`src/rtl/xor_net_sequencer_if.sv`:
```
// rtl/xor_net_sequencer_if.sv - host/neuron signal bundle for the XOR network sequencer
//
// Purpose: carries the input-pair handshake, the neuron Run/En/Ready/data lines
// and the result handshake between the host side and xor_net_sequencer.
// Modports:
//   master - host and neuron side (drives in_*, hid_rdy_*, hid_y_*, out_rdy, out_y, res_ready)
//   slave  - the sequencer itself (drives in_ready, nrn_en, *_run, *_x*, res_*, busy, timeout_err)
interface xor_net_sequencer_if #(
  parameter int DATA_WIDTH = 8
);
  logic                         in_valid;
  logic                         in_ready;
  logic signed [DATA_WIDTH-1:0] in_x1;
  logic signed [DATA_WIDTH-1:0] in_x2;
  logic                         nrn_en;
  logic                         hid_run;
  logic signed [DATA_WIDTH-1:0] hid_x1;
  logic signed [DATA_WIDTH-1:0] hid_x2;
  logic                         hid_rdy_a;
  logic                         hid_rdy_b;
  logic signed [DATA_WIDTH-1:0] hid_y_a;
  logic signed [DATA_WIDTH-1:0] hid_y_b;
  logic                         out_run;
  logic signed [DATA_WIDTH-1:0] out_x1;
  logic signed [DATA_WIDTH-1:0] out_x2;
  logic                         out_rdy;
  logic signed [DATA_WIDTH-1:0] out_y;
  logic                         res_valid;
  logic                         res_ready;
  logic signed [DATA_WIDTH-1:0] res_y;
  logic                         busy;
  logic                         timeout_err;

  modport master (
    output in_valid, in_x1, in_x2, hid_rdy_a, hid_rdy_b, hid_y_a, hid_y_b,
           out_rdy, out_y, res_ready,
    input  in_ready, nrn_en, hid_run, hid_x1, hid_x2, out_run, out_x1, out_x2,
           res_valid, res_y, busy, timeout_err
  );

  modport slave (
    input  in_valid, in_x1, in_x2, hid_rdy_a, hid_rdy_b, hid_y_a, hid_y_b,
           out_rdy, out_y, res_ready,
    output in_ready, nrn_en, hid_run, hid_x1, hid_x2, out_run, out_x1, out_x2,
           res_valid, res_y, busy, timeout_err
  );
endinterface

```
`src/rtl/xor_net_sequencer.sv`:
```
// rtl/xor_net_sequencer.sv - sequences the two hidden neurons and the output neuron of the XOR network
//
// Purpose: accepts an input pair, runs both hidden neurons in parallel, feeds their
// results to the output neuron and returns its Y over a valid/ready handshake.
// Optional feature macro: XOR_SEQ_TIMEOUT_EN (wait-state watchdog, sets timeout_err).
// Ports:
//   clk  - clock
//   rst  - asynchronous active-high reset (aborts any operation in flight)
//   bus  - xor_net_sequencer_if.slave: in_* pair handshake, hid_*/out_* neuron lines,
//          res_* result handshake, nrn_en, busy, timeout_err
module xor_net_sequencer #(
  parameter int DATA_WIDTH     = 8,
  parameter int TIMEOUT_CYCLES = 15
) (
  input  logic               clk,
  input  logic               rst,
  xor_net_sequencer_if.slave bus
);

  localparam logic [2:0] S_IDLE     = 3'd0;
  localparam logic [2:0] S_RUN_HID  = 3'd1;
  localparam logic [2:0] S_WAIT_HID = 3'd2;
  localparam logic [2:0] S_RUN_OUT  = 3'd3;
  localparam logic [2:0] S_WAIT_OUT = 3'd4;
  localparam logic [2:0] S_DONE     = 3'd5;

  if (TIMEOUT_CYCLES < 1) begin : g_cfg_check
    $error("TIMEOUT_CYCLES must be at least 1");
  end

  logic [2:0]            state_q, state_d;
  logic [DATA_WIDTH-1:0] hid_x1_q, hid_x1_d, hid_x2_q, hid_x2_d;
  logic [DATA_WIDTH-1:0] out_x1_q, out_x1_d, out_x2_q, out_x2_d;
  logic [DATA_WIDTH-1:0] res_y_q, res_y_d;
  logic                  fa_q, fa_d, fb_q, fb_d;
  logic                  timeout_err_q, timeout_err_d;
  logic                  hid_run_q, out_run_q, res_valid_q;
  logic                  hid_done;
  logic                  timeout_hit;

  // Ready pulses may land in different cycles; the sticky flags remember the
  // earlier one, the live pulse covers the later one.
  assign hid_done = (fa_q | bus.hid_rdy_a) & (fb_q | bus.hid_rdy_b);

`ifdef XOR_SEQ_TIMEOUT_EN
  localparam int            CW       = $clog2(TIMEOUT_CYCLES + 1);
  localparam logic [CW-1:0] CNT_LAST = CW'(TIMEOUT_CYCLES - 1);
  logic [CW-1:0] cnt_q, cnt_d;

  // Counter holds (wait cycles elapsed - 1); hitting CNT_LAST means this is
  // the TIMEOUT_CYCLES-th wait cycle.
  assign timeout_hit = (cnt_q == CNT_LAST);
`else
  assign timeout_hit = 1'b0;
`endif

  always_comb begin
    state_d       = state_q;
    hid_x1_d      = hid_x1_q;
    hid_x2_d      = hid_x2_q;
    out_x1_d      = out_x1_q;
    out_x2_d      = out_x2_q;
    res_y_d       = res_y_q;
    fa_d          = fa_q;
    fb_d          = fb_q;
    timeout_err_d = timeout_err_q;
`ifdef XOR_SEQ_TIMEOUT_EN
    cnt_d         = cnt_q;
`endif
    case (state_q)
      S_IDLE: begin
        if (bus.in_valid) begin
          hid_x1_d      = bus.in_x1;
          hid_x2_d      = bus.in_x2;
          timeout_err_d = 1'b0;
          state_d       = S_RUN_HID;
        end
      end
      S_RUN_HID: begin
        fa_d    = 1'b0;
        fb_d    = 1'b0;
`ifdef XOR_SEQ_TIMEOUT_EN
        cnt_d   = '0;
`endif
        state_d = S_WAIT_HID;
      end
      S_WAIT_HID: begin
        fa_d = fa_q | bus.hid_rdy_a;
        fb_d = fb_q | bus.hid_rdy_b;
        // Completion is checked before the limit so a Ready on the last cycle wins.
        if (hid_done) begin
          out_x1_d = bus.hid_y_a;
          out_x2_d = bus.hid_y_b;
          state_d  = S_RUN_OUT;
        end else if (timeout_hit) begin
          res_y_d       = '0;
          timeout_err_d = 1'b1;
          state_d       = S_DONE;
        end
`ifdef XOR_SEQ_TIMEOUT_EN
        cnt_d = cnt_q + 1'b1;
`endif
      end
      S_RUN_OUT: begin
`ifdef XOR_SEQ_TIMEOUT_EN
        cnt_d   = '0;
`endif
        state_d = S_WAIT_OUT;
      end
      S_WAIT_OUT: begin
        if (bus.out_rdy) begin
          res_y_d = bus.out_y;
          state_d = S_DONE;
        end else if (timeout_hit) begin
          res_y_d       = '0;
          timeout_err_d = 1'b1;
          state_d       = S_DONE;
        end
`ifdef XOR_SEQ_TIMEOUT_EN
        cnt_d = cnt_q + 1'b1;
`endif
      end
      S_DONE: begin
        if (bus.res_ready) state_d = S_IDLE;
      end
      default: state_d = S_IDLE;
    endcase
  end

  always_ff @(posedge clk or posedge rst) begin
    if (rst) begin
      state_q       <= S_IDLE;
      hid_x1_q      <= '0;
      hid_x2_q      <= '0;
      out_x1_q      <= '0;
      out_x2_q      <= '0;
      res_y_q       <= '0;
      fa_q          <= 1'b0;
      fb_q          <= 1'b0;
      timeout_err_q <= 1'b0;
      hid_run_q     <= 1'b0;
      out_run_q     <= 1'b0;
      res_valid_q   <= 1'b0;
`ifdef XOR_SEQ_TIMEOUT_EN
      cnt_q         <= '0;
`endif
    end else begin
      state_q       <= state_d;
      hid_x1_q      <= hid_x1_d;
      hid_x2_q      <= hid_x2_d;
      out_x1_q      <= out_x1_d;
      out_x2_q      <= out_x2_d;
      res_y_q       <= res_y_d;
      fa_q          <= fa_d;
      fb_q          <= fb_d;
      timeout_err_q <= timeout_err_d;
      // Strobes are registered from the next state so they line up with the state.
      hid_run_q     <= (state_d == S_RUN_HID);
      out_run_q     <= (state_d == S_RUN_OUT);
      res_valid_q   <= (state_d == S_DONE);
`ifdef XOR_SEQ_TIMEOUT_EN
      cnt_q         <= cnt_d;
`endif
    end
  end

  assign bus.in_ready    = (state_q == S_IDLE);
  assign bus.busy        = (state_q != S_IDLE);
  assign bus.nrn_en      = 1'b1;
  assign bus.hid_run     = hid_run_q;
  assign bus.hid_x1      = hid_x1_q;
  assign bus.hid_x2      = hid_x2_q;
  assign bus.out_run     = out_run_q;
  assign bus.out_x1      = out_x1_q;
  assign bus.out_x2      = out_x2_q;
  assign bus.res_valid   = res_valid_q;
  assign bus.res_y       = res_y_q;
  assign bus.timeout_err = timeout_err_q;

endmodule

```
`src/flat_wrapper.sv`:
```
// flat-port wrapper written by rule: the top's interface ports become plain ports
module xor_net_sequencer_flat 
#(
  parameter int DATA_WIDTH     = 8,
  parameter int TIMEOUT_CYCLES = 15
)
  (clk, rst, bus_in_valid, bus_in_x1, bus_in_x2, bus_hid_rdy_a, bus_hid_rdy_b, bus_hid_y_a, bus_hid_y_b, bus_out_rdy, bus_out_y, bus_res_ready, bus_in_ready, bus_nrn_en, bus_hid_run, bus_hid_x1, bus_hid_x2, bus_out_run, bus_out_x1, bus_out_x2, bus_res_valid, bus_res_y, bus_busy, bus_timeout_err);
  xor_net_sequencer_if #(.DATA_WIDTH(DATA_WIDTH)) bus_i ();
  input  logic clk;
  input  logic rst;
  input wire logic [$bits(bus_i.in_valid)-1:0] bus_in_valid;
  input wire logic [$bits(bus_i.in_x1)-1:0] bus_in_x1;
  input wire logic [$bits(bus_i.in_x2)-1:0] bus_in_x2;
  input wire logic [$bits(bus_i.hid_rdy_a)-1:0] bus_hid_rdy_a;
  input wire logic [$bits(bus_i.hid_rdy_b)-1:0] bus_hid_rdy_b;
  input wire logic [$bits(bus_i.hid_y_a)-1:0] bus_hid_y_a;
  input wire logic [$bits(bus_i.hid_y_b)-1:0] bus_hid_y_b;
  input wire logic [$bits(bus_i.out_rdy)-1:0] bus_out_rdy;
  input wire logic [$bits(bus_i.out_y)-1:0] bus_out_y;
  input wire logic [$bits(bus_i.res_ready)-1:0] bus_res_ready;
  output wire logic [$bits(bus_i.in_ready)-1:0] bus_in_ready;
  output wire logic [$bits(bus_i.nrn_en)-1:0] bus_nrn_en;
  output wire logic [$bits(bus_i.hid_run)-1:0] bus_hid_run;
  output wire logic [$bits(bus_i.hid_x1)-1:0] bus_hid_x1;
  output wire logic [$bits(bus_i.hid_x2)-1:0] bus_hid_x2;
  output wire logic [$bits(bus_i.out_run)-1:0] bus_out_run;
  output wire logic [$bits(bus_i.out_x1)-1:0] bus_out_x1;
  output wire logic [$bits(bus_i.out_x2)-1:0] bus_out_x2;
  output wire logic [$bits(bus_i.res_valid)-1:0] bus_res_valid;
  output wire logic [$bits(bus_i.res_y)-1:0] bus_res_y;
  output wire logic [$bits(bus_i.busy)-1:0] bus_busy;
  output wire logic [$bits(bus_i.timeout_err)-1:0] bus_timeout_err;
  assign bus_i.in_valid = bus_in_valid;
  assign bus_i.in_x1 = bus_in_x1;
  assign bus_i.in_x2 = bus_in_x2;
  assign bus_i.hid_rdy_a = bus_hid_rdy_a;
  assign bus_i.hid_rdy_b = bus_hid_rdy_b;
  assign bus_i.hid_y_a = bus_hid_y_a;
  assign bus_i.hid_y_b = bus_hid_y_b;
  assign bus_i.out_rdy = bus_out_rdy;
  assign bus_i.out_y = bus_out_y;
  assign bus_i.res_ready = bus_res_ready;
  assign bus_in_ready = bus_i.in_ready;
  assign bus_nrn_en = bus_i.nrn_en;
  assign bus_hid_run = bus_i.hid_run;
  assign bus_hid_x1 = bus_i.hid_x1;
  assign bus_hid_x2 = bus_i.hid_x2;
  assign bus_out_run = bus_i.out_run;
  assign bus_out_x1 = bus_i.out_x1;
  assign bus_out_x2 = bus_i.out_x2;
  assign bus_res_valid = bus_i.res_valid;
  assign bus_res_y = bus_i.res_y;
  assign bus_busy = bus_i.busy;
  assign bus_timeout_err = bus_i.timeout_err;
  xor_net_sequencer #(.DATA_WIDTH(DATA_WIDTH), .TIMEOUT_CYCLES(TIMEOUT_CYCLES)) u_core (.clk(clk), .rst(rst), .bus(bus_i));
endmodule
```
`config.mk`:
```
export PLATFORM = sky130hd
export DESIGN_NAME = xor_net_sequencer_flat
export DESIGN_NICKNAME = d
export VERILOG_FILES = /design/src/rtl/xor_net_sequencer_if.sv /design/src/rtl/xor_net_sequencer.sv /design/src/flat_wrapper.sv
export SDC_FILE = /design/constraint.sdc
export NUM_CORES = 1
export LEC_CHECK = 0
export BUFFER_PORTS_ARGS = -buffer_cell sky130_fd_sc_hd__buf_2
export CORE_ASPECT_RATIO = 0.75
export CORE_UTILIZATION = 40
export CTS_BUF_LIST = sky130_fd_sc_hd__clkbuf_2 sky130_fd_sc_hd__clkbuf_4 sky130_fd_sc_hd__clkbuf_8
export CTS_CLUSTER_DIAMETER = 80
export CTS_CLUSTER_SIZE = 10
export DETAILED_ROUTE_END_ITERATION = 12
export GPL_TIMING_DRIVEN = 1
export MAX_ROUTING_LAYER = met4
export PLACE_DENSITY = 0.71
export RECOVER_POWER = 25
export SLEW_MARGIN = 20
export SYNTH_ARGS = -nofsm -noshare
export SYNTH_HDL_FRONTEND = slang
export SYNTH_SLANG_ARGS = --single-unit
```
`constraint.sdc`:
```
create_clock -name clk -period 4.1 [get_ports clk]
set_input_delay 0.615 -clock clk [delete_from_list [all_inputs] [get_ports clk]]
set_output_delay 0.615 -clock clk [all_outputs]
set_load 0.01 [all_outputs]
```
==> Word-level counts from Yosys, hierarchy flattened <==
Index checks and enable logic that the tools add are counted.
{ "classes": {"eq_ne": 8, "mux": 7, "bitwise_logic": 3, "reduce_logical": 6} }
{ "ops": {"columns": ["op", "n"], "rows": [
  ["3-bit case mux with 6 select lines", 1],
  ["3-bit 2-to-1 mux", 4],
  ["3-bit by 2-bit equality test with 1-bit output (second input constant)", 3],
  ["3-bit equality test (second input constant)", 3],
  ["3-bit by 1-bit equality test with 1-bit output (second input constant)", 2],
  ["2-bit AND reduction", 3],
  ["1-bit case mux with 2 select lines", 2],
  ["3-bit logical NOT", 1],
  ["3-bit nonzero test", 1],
  ["1-bit bitwise OR", 2],
  ["2-bit nonzero test", 1],
  ["1-bit AND", 1]
]} }
{ "word_totals": {"reg_bits": 48, "in_bits": 47, "output_inout_bits": 47} }

==> Logic depth before layout (Yosys ltp) <==
{ "depth": {"word_depth": 5, "depth_mapped": 6, "mapped_depth_nobuf": 3} }

==> Worst setup path after synthesis <==
Ideal clock, no wire load.
{ "synth_path": {"kind": "input to register", "start": "input bus_hid_rdy_a", "end": "register u_core.out_x1_q[0] (netlist: u_core.bus.out_x1[0])", "setup_ps": 125, "arrival_time_ps": 1517, "required_time_ps": 3975, "slack_ps": 2458, "cell_stages": 5, "path_buffers": 2, "cell_sequence": "o22a_1 -> and3_1 -> buf_6 -> buf_12 -> mux2_4"} }
{ "synth_via": {"elab_chain_cells": 3} }
{ "synth_lines": {"columns": ["element", "line_no", "source"], "rows": [
  ["start, declared", "flat_wrapper.sv:14", "input wire logic [$bits(bus_i.hid_rdy_a)-1:0] bus_hid_rdy_a;"],
  ["1-bit bitwise OR", "xor_net_sequencer.sv:43", "assign hid_done = (fa_q | bus.hid_rdy_a) & (fb_q | bus.hid_rdy_b);"],
  ["1-bit AND", "xor_net_sequencer.sv:43", null],
  ["2-bit AND reduction (no source line)", null, null],
  ["end signal, assigned", "xor_net_sequencer.sv:151", "out_x1_q <= out_x1_d;"],
  ["end, declared", "xor_net_sequencer.sv:33", "logic [DATA_WIDTH-1:0] out_x1_q, out_x1_d, out_x2_q, out_x2_d;"]
]} }
Every way passes these cells.
A chain may end at the register's enable or synchronous reset.

==> Worst setup path after layout <==
{ "layout_path": {"start": "register u_core.state_q[1]", "end": "register u_core.hid_x1_q[4] (netlist: u_core.bus.hid_x1[4])"} }
{ "layout_via": {"elab_chain_cells": 2} }
{ "layout_lines": {"columns": ["element", "line_no", "source"], "rows": [
  ["start, declared", "xor_net_sequencer.sv:31", "logic [2:0] state_q, state_d;"],
  ["start signal, assigned", "xor_net_sequencer.sv:148", "state_q <= state_d;"],
  ["3-bit logical NOT", "xor_net_sequencer.sv:70", "case (state_q)"],
  ["2-bit AND reduction (no source line)", null, null],
  ["end signal, assigned", "xor_net_sequencer.sv:149", "hid_x1_q <= hid_x1_d;"],
  ["end, declared", "xor_net_sequencer.sv:32", "logic [DATA_WIDTH-1:0] hid_x1_q, hid_x1_d, hid_x2_q, hid_x2_d;"]
]} }
Every way passes these cells.

==> metrics.txt <==
run status=complete, but fails checks; failing checks=capacitance limit, slew limit; final setup TNS=0 ns; Critical Path Max Stage Delay=0.75 ns; FP Rows=21; fin nets=257; wire per inst=12.49 µm; number of gates resized after cts=0; DRT Pass-1 Iters=3; dpl ws=1.913 ns; Tot Pwr=2.001 mW; drt via density=4.616; clock-pin slew on the worst setup and hold paths=0.08 ns; CP required=between 4 and 5 ns; period utilisation layout=0.4990; Synth Net Count=167; Cell Area, Synth=0.001981 mm²; FF/Latch Area=0.001201 mm²; dpl hpwl=approximately 2400 µm; Leakage=roughly 1.3 nW; floorplan die height=62.94 µm; core area=0.004598 mm²; multi-input logic area=675.6 µm²; clk buf depth=2; Seq cells post-synth=48; Non-Filler Instances=268; Distinct cells, synth=25; Tightest Pin Transition=2.023 ns; Worst-Skew Late Latency=between 0.2 and 0.3 ns; Initial Util=0.4307; syn avg cell area=around 17 µm²; Worst Path Class, Setup=register to register; CP max stage cell=and2_1; Top-Level Pins=between 90 and 100; clock root buffer=clkbuf_8; Slew HR=-0.3560; Layout Area Growth over Synthesis=27.42%; initial antenna violation count=0; Final Core Density=0.5488; H-tree levels=2; Yosys warning count=0; fin area=roughly 0.0025 mm²; CP max FO=18; Final ANT Viol Nets=0; port bufs=91; total die area=approximately 0.0052 mm²; Final Worst Setup Slack=2.054 ns; Remaining Overflow, GRT=0; clk sinks=48; CP Data Arrival Time=2.22 ns; CTS tree=built; RSZ-0062 raised after global routing=no; Fin. Hold Viols=0; # fillers=392; GPL Wtd Cong=0.7084; vias in the first global route=1216; maximum VDD drop=0.3821 mV; postcts setup bufs=0; CTS buffer count=5; Reg2Reg Setup Slack=2.05 ns; Inst Count DP=260; global-route wire length before repair=5644 µm; Cell Pwr Density=approximately 790 mW/mm²; part of the Yosys area used for sequential elements=0.6064; Min-Delay Path Class=register to register; drc violations=0; largest net degree at the start of global routing=49; CTS Hold Bufs=0; total wire length=3348 µm; total routing usage reported by global routing=0.1415; Starting DRT DRC Count=between 40 and 50; crit path time final=2.046 ns; Die X-Extent=83.26 µm; layout cell share with drive strength beyond 1=0.6825; fin. max-slew vios=49; Final Skew=0.009566 ns; DP Area=0.002411 mm²; cells along the critical path=nor3_4, and2_1, mux2_2; Vias=1237; Mapped Cells=120; Crit. End Element=register; Fmax=0.4888 GHz; worst hold slack=approximately 0.5 ns; CP Launch Type=register; # setup viols final=0; Antenna Cells=0; max_cap viols=1
sequential cells by signal, summed over array words and instances (netlist names):
name                  count
u_core.bus.out_run        1
u_core.fa_q               1
u_core.state_q            3
u_core.bus.hid_x2         8
u_core.fb_q               1
u_core.bus.hid_run        1
u_core.bus.res_valid      1
u_core.bus.hid_x1         8
u_core.bus.out_x2         8
u_core.bus.res_y          8
u_core.bus.out_x1         8
synth_stat cells:
master,instances,area (µm²)
dfrtp_1,48,1201
mux2_2,22,247.7
mux2_4,18,270.3
buf_4,3,22.52
buf_6,3,33.78
buf_12,2,40.04
conb_1,2,7.510
inv_1,2,7.510
nand2_1,2,7.510
nor2_1,2,7.510
nor3_4,2,32.53
a21bo_2,1,10.01
a21o_1,1,7.510
a22o_1,1,8.760
and2_1,1,6.260
and3_1,1,6.260
mux2i_1,1,10.01
nand2b_1,1,6.260
nor2_2,1,6.260
nor3_1,1,5.000
o211ai_1,1,7.510
o21ai_0,1,5.000
o22a_1,1,8.760
or3_1,1,6.260
xnor2_1,1,8.760
placed cells by master, fill, tap and decap left out:
cell	count
a22o_1	1
bufinv_16	1
conb_1	2
nor2_2	1
nor2_1	2
inv_1	1
or3_1	1
nand2_1	2
dfrtp_1	48
mux2_2	22
nor3_1	1
mux2i_1	1
a21bo_2	1
buf_2	91
o21ai_0	1
and3_1	1
o22a_1	1
xnor2_1	1
clkinv_2	1
clkbuf_4	1
and2_1	1
clkinvlp_2	1
clkbuf_8	5
mux2_4	18
o211ai_1	1
a21o_1	1
nand2b_1	1
nor3_4	2
critical path, delay by kind of cell, from the launching register on:
kind | cells | cell delay [ns]
mux | 1 | 0.42
flops | 1 | 0.52
simple gates | 2 | 1.00
logic make-up (layout without fill, tap and decap cells):
group                     after synthesis  in the layout  share of synthesized area
other                                   2              2                   0.003792
DFF                                    48             48                     0.6064
and+or+nand+nor                        12             12                    0.04233
AOI/OAI and AO/OA                       6              6                    0.02401
muxes                                  41             41                     0.2666
buffers and inverters                  10            101                    0.05243
xor gates and xnor gates                1              1                   0.004423
final timing paths:
path,from,end,cells after the start
hold / removal,u_core.bus.res_y[6],u_core.bus.res_y[6],1
setup / recovery,u_core.state_q[1],u_core.bus.hid_x1[4],3
max in group asynchronous,rst,u_core.bus.hid_x2[1],2
min in group asynchronous,rst,u_core.bus.res_y[0],2
setup reg to reg,u_core.state_q[1],u_core.bus.hid_x1[4],3
hold reg to reg,u_core.bus.res_y[6],u_core.bus.res_y[6],1
power breakdown:
| group | internal (mW) | total, mW | leakage [nW] | switching, mW |
|---|---|---|---|---|
| Clock | 0.188 | 0.332 | 0.0586 | 0.145 |
| Combinational | 0.475 | 0.818 | 0.652 | 0.344 |
| Sequential | 0.707 | 0.851 | 0.578 | 0.144 |
| Total | 1.37 | 2.00 | 1.29 | 0.632 |
final cells by class:
| type | instances | share of cell area |
|---|---|---|
| clock buffers | 6 | 0.03024 |
| inverters | 2 | 0.003471 |
| repair buffers | 91 | 0.1805 |
| well taps | 57 | 0.02826 |
| multi-input cells | 62 | 0.2677 |
| flip-flops and latches | 48 | 0.4760 |
| clock inverters | 2 | 0.01388 |
per-layer routing:
| layer | up-vias | global-route usage | share of wire |
|---|---|---|---|
| met5 | - | - | 0 |
| met4 | 0 | 0.04526 | 0.0096 |
| met3 | 5 | 0.04888 | 0.090 |
| met2 | 59 | 0.1957 | 0.41 |
| met1 | 587 | 0.1945 | 0.49 |
| li1 | 586 | - | - |
Power figures use the tool's default switching activity.
